**src/rtl/didactic_rst_pkg.sv**
```systemverilog
// Shared types for the SoC reset sequencer: FSM state encoding and counter sizing helper.
package didactic_rst_pkg;

  typedef enum logic [1:0] {
    HOLD    = 2'd0,
    STABLE  = 2'd1,
    STRETCH = 2'd2,
    RUN     = 2'd3
  } rst_state_e;

  localparam int LOCK_LOSS_W = 8;

  // Bits needed to count 0..n-1, never less than one.
  function automatic int cnt_w(input int n);
    return (n > 1) ? $clog2(n) : 1;
  endfunction

endpackage

```
**src/rtl/btn_debounce.sv**
```systemverilog
// Board reset button synchronizer plus debouncer: the level is accepted only after it
// has been held for DEBOUNCE_CYCLES consecutive cycles.
module btn_debounce
  import didactic_rst_pkg::*;
#(
  parameter int SYNC_STAGES     = 2,
  parameter int DEBOUNCE_CYCLES = 8000
) (
  input  logic clk_in,
  input  logic reset,
  input  logic btn_async,
  output logic btn_db
);

  localparam int             DW      = cnt_w(DEBOUNCE_CYCLES);
  localparam logic [DW-1:0]  DB_LAST = DW'(DEBOUNCE_CYCLES - 1);

  logic [SYNC_STAGES-1:0] sync;
  logic [DW-1:0]          cnt;
  logic                   btn_s;

  assign btn_s = sync[SYNC_STAGES-1];

  always_ff @(posedge clk_in) begin
    if (reset) begin
      sync   <= '0;
      cnt    <= '0;
      btn_db <= 1'b0;
    end else begin
      sync <= {sync[SYNC_STAGES-2:0], btn_async};
      // Any cycle agreeing with the accepted level restarts the hold timer.
      if (btn_s == btn_db) begin
        cnt <= '0;
      end else if (cnt == DB_LAST) begin
        btn_db <= btn_s;
        cnt    <= '0;
      end else begin
        cnt <= cnt + 1'b1;
      end
    end
  end

endmodule

```
**src/rtl/pll_reset_sequencer.sv**
```systemverilog
// Holds the SoC core in reset until the PLL has been locked and stable, then releases it
// after a minimum-width stretch; lock loss or a debounced button press re-asserts reset.
module pll_reset_sequencer
  import didactic_rst_pkg::*;
#(
  parameter int SYNC_STAGES        = 2,
  parameter int LOCK_STABLE_CYCLES = 1024,
  parameter int RST_MIN_CYCLES     = 16,
  parameter int DEBOUNCE_CYCLES    = 8000
) (
  input  logic                   clk_in,
  input  logic                   reset,
  input  logic                   pll_locked,
  input  logic                   ext_rst_btn,
  output logic                   soc_rst,
  output logic                   ready,
  output logic [LOCK_LOSS_W-1:0] lock_loss_cnt,
  output logic [1:0]             state_o
);

  localparam int            CW          = cnt_w((LOCK_STABLE_CYCLES > RST_MIN_CYCLES) ?
                                                LOCK_STABLE_CYCLES : RST_MIN_CYCLES);
  localparam logic [CW-1:0] STABLE_LAST = CW'(LOCK_STABLE_CYCLES - 1);
  localparam logic [CW-1:0] STRETCH_LAST = CW'(RST_MIN_CYCLES - 1);

  rst_state_e             state;
  logic [CW-1:0]          cnt;
  logic [SYNC_STAGES-1:0] lock_sync;
  logic                   locked_s;
  logic                   btn_db;

  assign locked_s = lock_sync[SYNC_STAGES-1];
  assign state_o  = state;

  btn_debounce #(
    .SYNC_STAGES    (SYNC_STAGES),
    .DEBOUNCE_CYCLES(DEBOUNCE_CYCLES)
  ) u_btn_debounce (
    .clk_in   (clk_in),
    .reset    (reset),
    .btn_async(ext_rst_btn),
    .btn_db   (btn_db)
  );

  always_ff @(posedge clk_in) begin
    if (reset) lock_sync <= '0;
    else       lock_sync <= {lock_sync[SYNC_STAGES-2:0], pll_locked};
  end

  // soc_rst/ready are loaded alongside every state change so they never lag the state.
  always_ff @(posedge clk_in) begin
    if (reset) begin
      state         <= HOLD;
      cnt           <= '0;
      soc_rst       <= 1'b1;
      ready         <= 1'b0;
      lock_loss_cnt <= '0;
    end else begin
      case (state)
        HOLD: begin
          if (locked_s) begin
            state <= STABLE;
            cnt   <= '0;
          end
        end
        STABLE: begin
          if (!locked_s) begin
            state <= HOLD;
          end else if (cnt == STABLE_LAST) begin
            state <= STRETCH;
            cnt   <= '0;
          end else begin
            cnt <= cnt + 1'b1;
          end
        end
        STRETCH: begin
          if (!locked_s) begin
            state <= HOLD;
          end else if (cnt != STRETCH_LAST) begin
            cnt <= cnt + 1'b1;
          end else if (!btn_db) begin
            state   <= RUN;
            soc_rst <= 1'b0;
            ready   <= 1'b1;
          end
        end
        RUN: begin
          if (!locked_s) begin
            state   <= HOLD;
            soc_rst <= 1'b1;
            ready   <= 1'b0;
            if (lock_loss_cnt != '1) lock_loss_cnt <= lock_loss_cnt + 1'b1;
          end else if (btn_db) begin
            state   <= STRETCH;
            cnt     <= '0;
            soc_rst <= 1'b1;
            ready   <= 1'b0;
          end
        end
        default: begin
          state   <= HOLD;
          soc_rst <= 1'b1;
          ready   <= 1'b0;
        end
      endcase
    end
  end

endmodule

```
**config.mk**
```make
export PLATFORM = sky130hd
export DESIGN_NAME = pll_reset_sequencer
export DESIGN_NICKNAME = d
export VERILOG_FILES = /design/src/rtl/didactic_rst_pkg.sv /design/src/rtl/btn_debounce.sv /design/src/rtl/pll_reset_sequencer.sv
export SDC_FILE = /design/constraint.sdc
export NUM_CORES = 1
export LEC_CHECK = 0
export CAP_MARGIN = 10
export CORE_ASPECT_RATIO = 2
export CORE_MARGIN = 10
export CORE_UTILIZATION = 59
export DETAILED_ROUTE_END_ITERATION = 7
export HOLD_SLACK_MARGIN = 0.12
export PLACE_DENSITY = 0.81
export RECOVER_POWER = 100
export SETUP_SLACK_MARGIN = 0.02
export SLEW_MARGIN = 5
export SYNTH_ARGS = -nofsm -noshare
export SYNTH_HDL_FRONTEND = slang
export SYNTH_SLANG_ARGS = --single-unit
```
**constraint.sdc**
```tcl
create_clock -name clk_in -period 2.9 [get_ports clk_in]
set_input_delay 0.725 -clock clk_in [delete_from_list [all_inputs] [get_ports clk_in]]
set_output_delay 0.725 -clock clk_in [all_outputs]
set_load 0.03 [all_outputs]
```
==> results by group <==
Synth
  – Syn Inst Count: roughly 240
  – Syn nets: 247
  – Yosys cell types: 45
  – Yosys warns: 0
  – Register bit total from synthesis: 40
  – Synth Flop Type: dfxtp_1
  – Average cell area after synthesis: 8.72 um2
  – Post-synth EDFFs: 0
  – Async SR Flop Fraction: 0%
  – Seq/Total Area, Yosys: about 39%
  – Synthesized cell area: just over 2000 um2

Clock tree
  – Hold-fix buffers at CTS: 0
  – TritonCTS clock tree: yes
  – H-tree levels: 2
  – Clk_lat worst skew: 0.30 ns
  – CTS Root Cell: clkbuf_8
  – Postcts setup bufs: 0
  – Resized Gates After CTS: 0
  – Clock Pin Slew Worst Setup and Hold Paths: approximately 0.080 ns
  – CTS Buffer Depth: 2
  – Total CTS buffers: 5
  – Clk sinks: 40

Cells and area
  – P&R area growth vs syn: 14.5%
  – Final net count: around 270
  – Sequential Area: between 800 and 900 um2
  – FILL cells: 292
  – Footprint of the multi-input gates: between 1000 and 1500 um2
  – Diode count: 0
  – Ratio of cells with drive above 1 in the final layout: under 10%

STA
  – Final Slew Violations: 0
  – F_max: roughly 0.43 GHz
  – Final cycle utilization of the critical path: ~80%
  – Clock skew: approximately 0.011 ns
  – Worst-Margin Slew: roughly 0.7 ns
  – Final Hold Fails: 0
  – Min Hold Slack: between 0.4 and 0.5 ns
  – Fin Setup TNS: 0 ns
  – Period minus WS final: approximately 2.3 ns
  – Max-slew headroom: approximately 53%
  – RSZ-0062 raised after global routing: false
  – Setup violators final: 0

Run status
  – Outcome: completed

Worst setup path
  – Critical Path Start Type: input pin
  – Worst path cell trace: dlygate4sd3_1 > clkbuf_1 > nor2_1 > nand2_1 > nor2_1
  – Crit path buf inv count: 2
  – Max FO, Critical Path: 15
  – CP max stage delay: around 0.67 ns
  – Critical path's slowest cell: dlygate4sd3_1
  – Critical path class: input pin to register
  – Crit path required time: between 3 and 4 ns
  – Cell family with most CP delay: buffers and inverters
  – Crit end category: register
  – Worst Path Arrival: roughly 2.5 ns
  – Most Frequent Cell on Critical Path: nor2_1

Route
  – Met1 wire length: 1.70 mm
  – DRT antenna net count: 0
  – Total iterations of the first detailed-routing run: 4
  – Wirelength, routed: between 4 and 5 mm
  – # DRC: 0
  – WL met2: 2.64 mm
  – Routed WL per cell: 16.3 um
  – Vias per inst: 6.55
  – Vias: about 1900
  – Met3 wire length: between 100 and 150 um
  – Max layer used: met4
  – Detailed Route Iter0 Violations: 66

Die
  – Die W: approximately 62 um
  – Core area: about 3400 um2
  – Rows: 30
  – Die height: 103 um
  – IO Pins: 16
  – Die area: around 6400 um2
  – Initial Util: between 60% and 70%

Place
  – GP Congestion: around 0.8
  – Buffers on Ports: 15
  – Post-DP HPWL: around 3.4 mm

Power
  – Pleak: around 0.00084 uW
  – Pwr dens: around 500 nW/um2
  – VDD IR max: around 0.43 mV
  – Pwr Total: approximately 1200 uW

Global route
  – First-pass GRT wire length: between 7 and 8 mm
  – Antenna violations before repair: 0
  – Total GRT Usage: ~16%
  – Grt total ovfl: 0
  – Vias in the first global route: ~1900
  – Largest net degree at the start of global routing: 16

Min path
  – Hold crit path type: register to register

Job
  – Max Cap Viol: 0
==> routing by layer <==
| metal | vias to the layer above | GRT usage, % |
|---|---|---|
| met5 | - | 0 |
| met4 | 0 | 8.48 |
| met3 | 16 | 3.06 |
| met2 | 44 | 29.2 |
| met1 | 904 | 15.4 |
| li1 | 902 | - |
==> synthesized netlist by cell type, types with 2 or more instances <==
library cell  number  share of area [%]
ha_1               8                4.9
or4_1              4                1.5
inv_1             10                1.8
xnor2_1            9                3.8
o211ai_1           6                2.2
o21a_1             2               0.73
nor2_1            29                5.3
nor2b_1           10                3.1
o311ai_0           2               0.86
nand4_1           11                3.4
a21oi_1            7                1.7
nand2b_1           3               0.92
or4_4              2                1.1
dfxtp_1           40                 39
o21ai_0            7                1.7
a311oi_1           2               0.86
o32ai_1            3                1.3
or3_1              3               0.92
clkbuf_1           7                1.3
and2_1             3               0.92
nand3_1           12                2.9
nor3_1             3               0.73
mux2i_1            3                1.5
nand2_1            9                1.6
o31ai_1            4                1.5
and3_1             4                1.2
nor4_1             4                1.2
and4_1             2               0.86
a31oi_1            4                1.2
nand4b_1           3                1.3
xor2_1             5                2.1
==> report_power, final <==
group          internal [uW]  switching (uW)
Sequential               554            5.19
Combinational           30.7            47.9
Clock                    339             195
Total                    924             248
==> registers in the layout (all words and copies together) (netlist names) <==
register / flops
u_btn_debounce.cnt: 13
cnt: 10
lock_loss_cnt: 8
lock_sync: 2
state_o: 2
u_btn_debounce.sync: 2
ready: 1
soc_rst: 1
u_btn_debounce.btn_db: 1
==> cell families (layout without fill, tap and decap cells) <==
logic type,after synthesis,in the layout,synth area share [%]
mux,3,3,1.47
buf+inv,19,37,3.54
xor+xnor,14,14,5.99
simple gates,107,107,29.2
compound gates,44,44,15.8
flops,40,40,39.1
fa+ha+maj,8,8,4.89
==> area by class of cell <==
| cell class | instances | share of cell area, % |
|---|---|---|
| Multi-Input combinational cell | 176 | 49.5 |
| Sequential cell | 40 | 34.2 |
| Timing Repair Buffer | 19 | 7.36 |
| Clock buffer | 5 | 2.93 |
| Clock inverter | 2 | 2.56 |
| Inverter | 11 | 1.76 |
| Tap cell | 32 | 1.71 |
==> worst paths after layout <==
path                             to  cells after the start                   start  slack (ns)
max           u_btn_debounce.cnt[5]                      5                   reset        0.59
min          u_btn_debounce.sync[1]                      1  u_btn_debounce.sync[0]        0.44
max reg2reg                  cnt[4]                      6              state_o[0]        0.61
min reg2reg  u_btn_debounce.sync[1]                      1  u_btn_debounce.sync[0]        0.44
==> per-stage QoR <==
stage	instances	worst slack (ns)	utilization (%)	cell area [um2]
final	285	0.594	69.4	2340
after CTS	285	0.596	70.0	2370
after global placement	278	0.723	66.2	2240
after detailed placement	278	0.651	66.2	2240
after global routing	285	0.394	69.4	2340
after floorplan	235	0.636	-	2050
==> cells in the final DEF, fill, tap and decap left out, types with 3 or more instances in the layout <==
cell            n
nand2_1         9
mux2i_1         3
nor4_1          4
o21ai_0         7
clkbuf_8        5
dlygate4sd3_1  13
o31ai_1         4
xor2_1          5
nand4_1        11
o211ai_1        6
or4_1           6
dfxtp_1        40
inv_1          10
nand3_1        12
nor3_1          3
and2_1          3
a21oi_1         7
ha_1            8
or3_1           3
and3_1          4
nor2b_1        10
o32ai_1         3
nand2b_1        3
nand4b_1        3
a31oi_1         4
xnor2_1         9
nor2_1         29
(Power assumes the default switching activity.)
